File: src/rtl/mdu_hilo_pkg.sv
// Shared MDU definitions: op encodings, FSM states, divider iteration count.
// The DIV state only exists when MDU_DIVIDER_EN is defined.
package mdu_hilo_pkg;

    localparam int unsigned MDU_XLEN   = 32;
    localparam int unsigned MDU_ITERS  = 32;
    localparam int unsigned MDU_ITER_W = $clog2(MDU_ITERS);

    localparam logic [1:0] MDU_MULT  = 2'b00;
    localparam logic [1:0] MDU_MULTU = 2'b01;
    localparam logic [1:0] MDU_DIV   = 2'b10;
    localparam logic [1:0] MDU_DIVU  = 2'b11;

    typedef enum logic [1:0] {
        IDLE = 2'b00,
        MUL  = 2'b01,
`ifdef MDU_DIVIDER_EN
        DIV  = 2'b10,
`endif
        FIN  = 2'b11
    } mdu_state_t;

    // Operation captured when start is accepted
    typedef struct packed {
        logic [1:0]          op;
        logic [MDU_XLEN-1:0] a;
        logic [MDU_XLEN-1:0] b;
    } mdu_req_t;

    function automatic logic mdu_is_signed(input logic [1:0] op);
        return (op == MDU_MULT) || (op == MDU_DIV);
    endfunction

    function automatic logic mdu_is_div(input logic [1:0] op);
        return !((op == MDU_MULT) || (op == MDU_MULTU));
    endfunction

endpackage

File: src/rtl/mdu_hilo_if.sv
// Pipeline <-> MDU request / HI-LO bus.
interface mdu_hilo_if;
    logic        start;
    logic [1:0]  op;
    logic [31:0] a;
    logic [31:0] b;
    logic        flush;
    logic        WriteHiLoW;
    logic        HiorLoW;
    logic [31:0] wdataW;
    logic        busy;
    logic        done;
    logic [31:0] hi_out;
    logic [31:0] lo_out;

    modport master (
        output start, op, a, b, flush, WriteHiLoW, HiorLoW, wdataW,
        input  busy, done, hi_out, lo_out
    );

    modport slave (
        input  start, op, a, b, flush, WriteHiLoW, HiorLoW, wdataW,
        output busy, done, hi_out, lo_out
    );
endinterface

File: src/rtl/mdu_div_iter.sv
// Iterative restoring radix-2 divider: one setup cycle (absolute values,
// zero-divisor detect) followed by MDU_ITERS iterations.
module mdu_div_iter
    import mdu_hilo_pkg::*;
(
    input  logic                clk,
    input  logic                rst,
    input  logic                start,
    input  logic                abort,
    input  logic                isSigned,
    input  logic [MDU_XLEN-1:0] dividend,
    input  logic [MDU_XLEN-1:0] divisor,
    output logic                done_c,
    output logic                divZero_c,
    output logic [MDU_XLEN-1:0] quot_c,
    output logic [MDU_XLEN-1:0] rem_c
);
    logic                  running, setup, sgn, negQ, negR;
    logic [MDU_ITER_W-1:0] iterCnt;
    logic [MDU_XLEN-1:0]   qReg, rReg, dsr;
    logic [MDU_XLEN:0]     remShift_c;
    logic [MDU_XLEN-1:0]   diff_c, absDvd_c, absDsr_c;
    logic                  fits_c;

    // Trial subtraction, sign fix-up and handshake flags
    always_comb begin
        remShift_c = {rReg, qReg[MDU_XLEN-1]};
        fits_c     = remShift_c >= {1'b0, dsr};
        diff_c     = remShift_c[MDU_XLEN-1:0] - dsr;
        absDvd_c   = (sgn && qReg[MDU_XLEN-1]) ? (~qReg + MDU_XLEN'(1)) : qReg;
        absDsr_c   = (sgn && dsr[MDU_XLEN-1])  ? (~dsr + MDU_XLEN'(1))  : dsr;
        done_c     = running && !setup && (iterCnt == MDU_ITER_W'(MDU_ITERS - 1));
        divZero_c  = running && setup && (dsr == '0);
        quot_c     = negQ ? (~qReg + MDU_XLEN'(1)) : qReg;
        rem_c      = negR ? (~rReg + MDU_XLEN'(1)) : rReg;
    end

    // Operand load, setup and shift/subtract iterations
    always_ff @(posedge clk or negedge rst) begin
        if (!rst) begin
            running <= 1'b0;
            setup   <= 1'b0;
            sgn     <= 1'b0;
            negQ    <= 1'b0;
            negR    <= 1'b0;
            iterCnt <= '0;
            qReg    <= '0;
            rReg    <= '0;
            dsr     <= '0;
        end else if (abort) begin
            running <= 1'b0;
            setup   <= 1'b0;
        end else if (start) begin
            running <= 1'b1;
            setup   <= 1'b1;
            sgn     <= isSigned;
            iterCnt <= '0;
            qReg    <= dividend;
            rReg    <= '0;
            dsr     <= divisor;
        end else if (running && setup) begin
            setup <= 1'b0;
            if (dsr == '0) begin
                running <= 1'b0;
            end else begin
                qReg <= absDvd_c;
                dsr  <= absDsr_c;
                negQ <= sgn && (qReg[MDU_XLEN-1] ^ dsr[MDU_XLEN-1]);
                negR <= sgn && qReg[MDU_XLEN-1];
            end
        end else if (running) begin
            rReg    <= fits_c ? diff_c : remShift_c[MDU_XLEN-1:0];
            qReg    <= {qReg[MDU_XLEN-2:0], fits_c};
            iterCnt <= iterCnt + MDU_ITER_W'(1);
            if (done_c) running <= 1'b0;
        end
    end
endmodule

File: src/rtl/mdu_hilo.sv
// MDU with HI/LO registers: 2-cycle multiply, optional iterative divide
// (enabled by MDU_DIVIDER_EN), write-stage MTHI/MTLO moves.
module mdu_hilo
    import mdu_hilo_pkg::*;
(
    input  logic       clk,
    input  logic       rst,
    mdu_hilo_if.slave  bus
);
    mdu_state_t          state, stateNext;
    mdu_req_t            reqR;
    logic                mulCnt;
    logic [2*MDU_XLEN-1:0] prodR, aExt_c, bExt_c, prod_c;
    logic [MDU_XLEN-1:0] hiR, loR, resHi_c, resLo_c;
    logic                finWr_c, divStart_c, sgn_c;

`ifdef MDU_DIVIDER_EN
    logic                divDone_c, divZero_c;
    logic [MDU_XLEN-1:0] divQuot_c, divRem_c;

    mdu_div_iter u_div (
        .clk       (clk),
        .rst       (rst),
        .start     (divStart_c),
        .abort     (bus.flush && (state == DIV)),
        .isSigned  (mdu_is_signed(bus.op)),
        .dividend  (bus.a),
        .divisor   (bus.b),
        .done_c    (divDone_c),
        .divZero_c (divZero_c),
        .quot_c    (divQuot_c),
        .rem_c     (divRem_c)
    );
`endif

    // State register
    always_ff @(posedge clk or negedge rst) begin
        if (!rst) state <= IDLE;
        else      state <= stateNext;
    end

    // Next state, busy/done and result write enable
    always_comb begin
        stateNext  = state;
        finWr_c    = 1'b0;
        divStart_c = 1'b0;
        unique case (state)
            IDLE: if (bus.start) begin
`ifdef MDU_DIVIDER_EN
                divStart_c = mdu_is_div(bus.op);
                stateNext  = mdu_is_div(bus.op) ? DIV : MUL;
`else
                stateNext  = mdu_is_div(bus.op) ? FIN : MUL;
`endif
            end
            MUL: begin
                if (bus.flush)   stateNext = IDLE;
                else if (mulCnt) stateNext = FIN;
            end
`ifdef MDU_DIVIDER_EN
            DIV: begin
                if (bus.flush || divZero_c) stateNext = IDLE;
                else if (divDone_c)         stateNext = FIN;
            end
            FIN: begin
                stateNext = IDLE;
                finWr_c   = !bus.flush;
            end
`else
            FIN: begin
                stateNext = IDLE;
                finWr_c   = !bus.flush && !mdu_is_div(reqR.op);
            end
`endif
            default: stateNext = IDLE;
        endcase
        bus.busy = (state != IDLE);
        bus.done = finWr_c;
    end

    // Multiplier operands sign/zero extended to 64 bits; low 64 bits are exact
    always_comb begin
        sgn_c  = mdu_is_signed(reqR.op);
        aExt_c = {{MDU_XLEN{sgn_c && reqR.a[MDU_XLEN-1]}}, reqR.a};
        bExt_c = {{MDU_XLEN{sgn_c && reqR.b[MDU_XLEN-1]}}, reqR.b};
        prod_c = aExt_c * bExt_c;
`ifdef MDU_DIVIDER_EN
        if (mdu_is_div(reqR.op)) begin
            resHi_c = divRem_c;
            resLo_c = divQuot_c;
        end else begin
            resHi_c = prodR[2*MDU_XLEN-1:MDU_XLEN];
            resLo_c = prodR[MDU_XLEN-1:0];
        end
`else
        resHi_c = prodR[2*MDU_XLEN-1:MDU_XLEN];
        resLo_c = prodR[MDU_XLEN-1:0];
`endif
    end

    // Request capture, multiply cycle counter and product register
    always_ff @(posedge clk or negedge rst) begin
        if (!rst) begin
            reqR   <= '0;
            mulCnt <= 1'b0;
            prodR  <= '0;
        end else begin
            if ((state == IDLE) && bus.start) begin
                reqR.op <= bus.op;
                reqR.a  <= bus.a;
                reqR.b  <= bus.b;
            end
            mulCnt <= ((state == MUL) && !bus.flush) ? ~mulCnt : 1'b0;
            if (state == MUL) prodR <= prod_c;
        end
    end

    // HI/LO: MDU result beats a coincident write-stage move
    always_ff @(posedge clk or negedge rst) begin
        if (!rst) begin
            hiR <= '0;
            loR <= '0;
        end else if (finWr_c) begin
            hiR <= resHi_c;
            loR <= resLo_c;
        end else if (bus.WriteHiLoW) begin
            if (bus.HiorLoW) hiR <= bus.wdataW;
            else             loR <= bus.wdataW;
        end
    end

    assign bus.hi_out = hiR;
    assign bus.lo_out = loR;
endmodule

File: src/flat_wrapper.sv
// flat-port wrapper written by rule: the top's interface ports become plain ports
module mdu_hilo_flat import mdu_hilo_pkg::*;
  (clk, rst, bus_start, bus_op, bus_a, bus_b, bus_flush, bus_WriteHiLoW, bus_HiorLoW, bus_wdataW, bus_busy, bus_done, bus_hi_out, bus_lo_out);
  mdu_hilo_if bus_i ();
  input  logic clk;
  input  logic rst;
  input wire logic [$bits(bus_i.start)-1:0] bus_start;
  input wire logic [$bits(bus_i.op)-1:0] bus_op;
  input wire logic [$bits(bus_i.a)-1:0] bus_a;
  input wire logic [$bits(bus_i.b)-1:0] bus_b;
  input wire logic [$bits(bus_i.flush)-1:0] bus_flush;
  input wire logic [$bits(bus_i.WriteHiLoW)-1:0] bus_WriteHiLoW;
  input wire logic [$bits(bus_i.HiorLoW)-1:0] bus_HiorLoW;
  input wire logic [$bits(bus_i.wdataW)-1:0] bus_wdataW;
  output wire logic [$bits(bus_i.busy)-1:0] bus_busy;
  output wire logic [$bits(bus_i.done)-1:0] bus_done;
  output wire logic [$bits(bus_i.hi_out)-1:0] bus_hi_out;
  output wire logic [$bits(bus_i.lo_out)-1:0] bus_lo_out;
  assign bus_i.start = bus_start;
  assign bus_i.op = bus_op;
  assign bus_i.a = bus_a;
  assign bus_i.b = bus_b;
  assign bus_i.flush = bus_flush;
  assign bus_i.WriteHiLoW = bus_WriteHiLoW;
  assign bus_i.HiorLoW = bus_HiorLoW;
  assign bus_i.wdataW = bus_wdataW;
  assign bus_busy = bus_i.busy;
  assign bus_done = bus_i.done;
  assign bus_hi_out = bus_i.hi_out;
  assign bus_lo_out = bus_i.lo_out;
  mdu_hilo u_core (.clk(clk), .rst(rst), .bus(bus_i));
endmodule
File: config.mk
export PLATFORM = sky130hd
export DESIGN_NAME = mdu_hilo_flat
export DESIGN_NICKNAME = d
export VERILOG_FILES = /design/src/rtl/mdu_hilo_pkg.sv /design/src/rtl/mdu_hilo_if.sv /design/src/rtl/mdu_div_iter.sv /design/src/rtl/mdu_hilo.sv /design/src/flat_wrapper.sv
export SDC_FILE = /design/constraint.sdc
export NUM_CORES = 2
export LEC_CHECK = 0
export CORE_MARGIN = 3
export CORE_UTILIZATION = 55
export DETAILED_ROUTE_END_ITERATION = 6
export PLACE_DENSITY = 0.73
export SETUP_SLACK_MARGIN = 0.3
export SYNTH_ARGS = -nofsm -noshare
export SYNTH_HDL_FRONTEND = slang
export SYNTH_SLANG_ARGS = --single-unit
export TNS_END_PERCENT = 5
File: constraint.sdc
create_clock -name clk -period 24.5 [get_ports clk]
set_input_delay 4.9 -clock clk [delete_from_list [all_inputs] [get_ports clk]]
set_output_delay 4.9 -clock clk [all_outputs]
set_load 0.01 [all_outputs]
==> results by group <==
Global route
  • Largest net degree at the start of global routing: 118
  • GRT Total Usage: around 28%
  • Antenna violations before repair: 5
  • First-pass GRT wire length: approximately 190 mm
  • Grt ovf: 0
  • Number of global-route vias before repair: 35,403

Route
  • DR DRC count: 0
  • Vias per inst: 5.478
  • Total Routed Length: 115.9 mm
  • Vias: 32,561
  • Drt first-iter violations: 1,806
  • Pre-Repair DR Iteration Count: 5
  • DR WL/cell: 19.50 um
  • Post-route ant nets: 0

CTS
  • Root Buffer: clkbuf_16
  • Post-cts resize count: 0
  • H-tree levels: 4
  • CTS Buffer Depth: 2
  • CTS clk-pin slew, worst paths: 0.08 ns
  • Sink Count: 197
  • Hold_buf cts: 0
  • Total CTS buffers: 17
  • Setup bufs post-CTS: 0
  • Clock latency on the worst-skew pair: 0.51 ns
  • TritonCTS clock tree: built

Floorplanning
  • Row count: 105
  • Core area: 82,370 um2
  • Die height: slightly below 300 um
  • Die area: 86,850 um2
  • Die X: 294.7 um
  • Initial core utilization: 55.65%
  • Ports: 170

Logic synthesis
  • Synth area leader: fa_1
  • Post-Synthesis Cell Area: about 46,000 um2
  • Synth area leaders: fa_1, dfrtp_1, inv_1
  • FFs w/ async S/R, synth: 100.0%
  • Post-synth EDFFs: 0
  • Avg Inst Size Synth: between 9 and 10 um2
  • Ys flop type: dfrtp_1
  • Syn Inst Count: 4,881
  • Register area share after synthesis: a little over a tenth
  • Warnings, synthesis: 0
  • FF+latch count, synth: 197
  • Yosys cell types: 64
  • Yosys top cell area share: 49.13%
  • Syn_nets: 6,322

Place
  • Placed cells: between 5,000 and 6,000
  • Gp weighted congestion: 0.9107
  • Number of port buffers: around 170
  • HPWL Detailed: ~93 mm

Setup path
  • WS Path Type: in2out
  • CP startpoint kind: input pin
  • Reg2reg start: u_core.reqR[64]
  • Flop2flop setup slack: between 15 and 20 ns
  • Critical path peak fanout: 64
  • Worst r2r dst: u_core.prodR[53]
  • WP data arrival: approximately 6.7 ns
  • R2R depth: 25
  • Critical path data required time: 19.60 ns
  • CP Capture Type: primary output

Hold path
  • Origin of the worst min-delay path: u_core.mulCnt
  • Hold endpoint: u_core.mulCnt
  • Hold Path Class: reg2reg
  • Min-Delay Path Depth: 1

Finish
  • Most common cell after layout, fill and taps aside: fa_1
  • Layout overhead on the synthesized area: 7.023%
  • Commonest cells after routing, fill and taps aside: fa_1, inv_1, nand2_1
  • Final Non-Filler Cells: 5,944
  • # nets final: 6,301
  • Share of layout cells above drive strength 1: 4.104%
  • Post-route core utilization: 59.56%

Outcome
  • Outcome: finished, final reports clean

STA
  • TNS Setup: 0 ns
  • Hold Slack: 0.4355 ns
  • Measured slew at the worst slew-check pin: 1.181 ns
  • RSZ-0062 raised after global routing: false
  • Rel. slew slack: 21.00%
  • Period utilization: between 40% and 50%
  • Setup Skew: 0.02106 ns
  • F_max: between 80 and 90 MHz
  • Setup violations, final: 0
  • Final count of hold timing violations: 0
  • Final min period: 11.62 ns
  • Final Max Tran Viols: 0

Flow run
  • Max-cap viol count: 0
-- sequential cells by signal, summed over array words and instances, names as in the netlist --
name               flops
u_core.aExt_c         32
u_core.bExt_c         32
u_core.bus.hi_out     32
u_core.bus.lo_out     32
u_core.mulCnt          1
u_core.prodR          64
u_core.reqR            2
u_core.state           2
-- critical path, stage by stage --
cell             delay (ns)
clkdlybuf4s50_1        0.47
nor3_2                 0.20
buf_4                  0.49
clkdlybuf4s50_1        0.64
-- cells in the mapped netlist, types with 3 or more instances --
library cell and instances:
nor4_1 3, o31ai_1 5, inv_1 1118, o21a_1 6
o2111ai_1 3, nand4_1 19, nand2_1 874, dfrtp_1 197
buf_1 11, o211ai_1 8, or2_2 11, xnor2_1 45
o21ai_0 150, nor2_1 61, xor2_1 22, nor3_1 16
mux2_2 66, and2_1 376, ha_1 212, a211oi_1 7
o311ai_0 3, a21oi_1 70, fa_1 1125, nor2b_1 4
nand2b_1 9, a221oi_1 4, a211o_1 4, and3_1 9
clkbuf_1 269, a31oi_1 7, a311oi_1 3, or3_1 5
a21o_1 21, nand3_1 22, mux2i_1 66, buf_2 3
o21bai_1 12
-- cells by family (layout without fill, tap and decap cells) --
logic type | after synthesis | after routing | share of synthesized area (%)
AND/OR/NAND/NOR | 1418 | 1418 | 14.20
buffers and inverters | 1401 | 1393 | 11.48
adder cells (fa/ha/maj) | 1337 | 1337 | 54.92
AO/OA/AOI/OAI | 329 | 329 | 4.307
flip-flops | 197 | 197 | 10.75
multiplexers | 132 | 132 | 3.062
XOR/XNOR | 67 | 67 | 1.280
other | 0 | 1 | 0
-- worst max path at each step --
| stage | from | endpoint | slack (ns) |
|---|---|---|---|
| floorplan | bus_flush | bus_done | 13.84 |
| global placement | bus_flush | bus_done | 12.90 |
| detailed placement | bus_flush | bus_done | 12.88 |
| CTS | bus_flush | bus_done | 12.88 |
| global route | bus_flush | bus_done | 12.76 |
| finish | bus_flush | bus_done | 12.88 |
-- cell type report --
class,instances,area [um2]
inverters,1118,4197
diodes,1,2.502
flip-flops and latches,197,4932
clock buffers,17,425.4
multi-input cells,3283,35680
fillers,6986,33310
repair buffers,243,2251
well taps,1070,1339
clock inverters,15,235.2
-- stage by stage --
stage               setup WS, ns  instance area (um2)
CTS                        12.88                49060
global route               12.76                49060
finish                     12.88                49060
floorplan                  13.84                45840
global placement           12.90                48400
detailed placement         12.88                48400
-- layer usage --
| layer | wire length, um | part of all wire (%) | vias up | track usage [%] |
|---|---|---|---|---|
| met4 | 4122 | 3.6 | 6 | 9.883 |
| li1 | - | - | 14156 | - |
| met1 | 44360 | 38 | 17014 | 35.49 |
| met2 | 59230 | 51 | 1123 | 49.16 |
| met5 | 41 | 0.035 | - | 0 |
| met3 | 8171 | 7.0 | 262 | 5.312 |
Power is left out: the tool's default activity adds up to more than one toggle a clock period on the data nets, which glitch-free logic cannot reach.
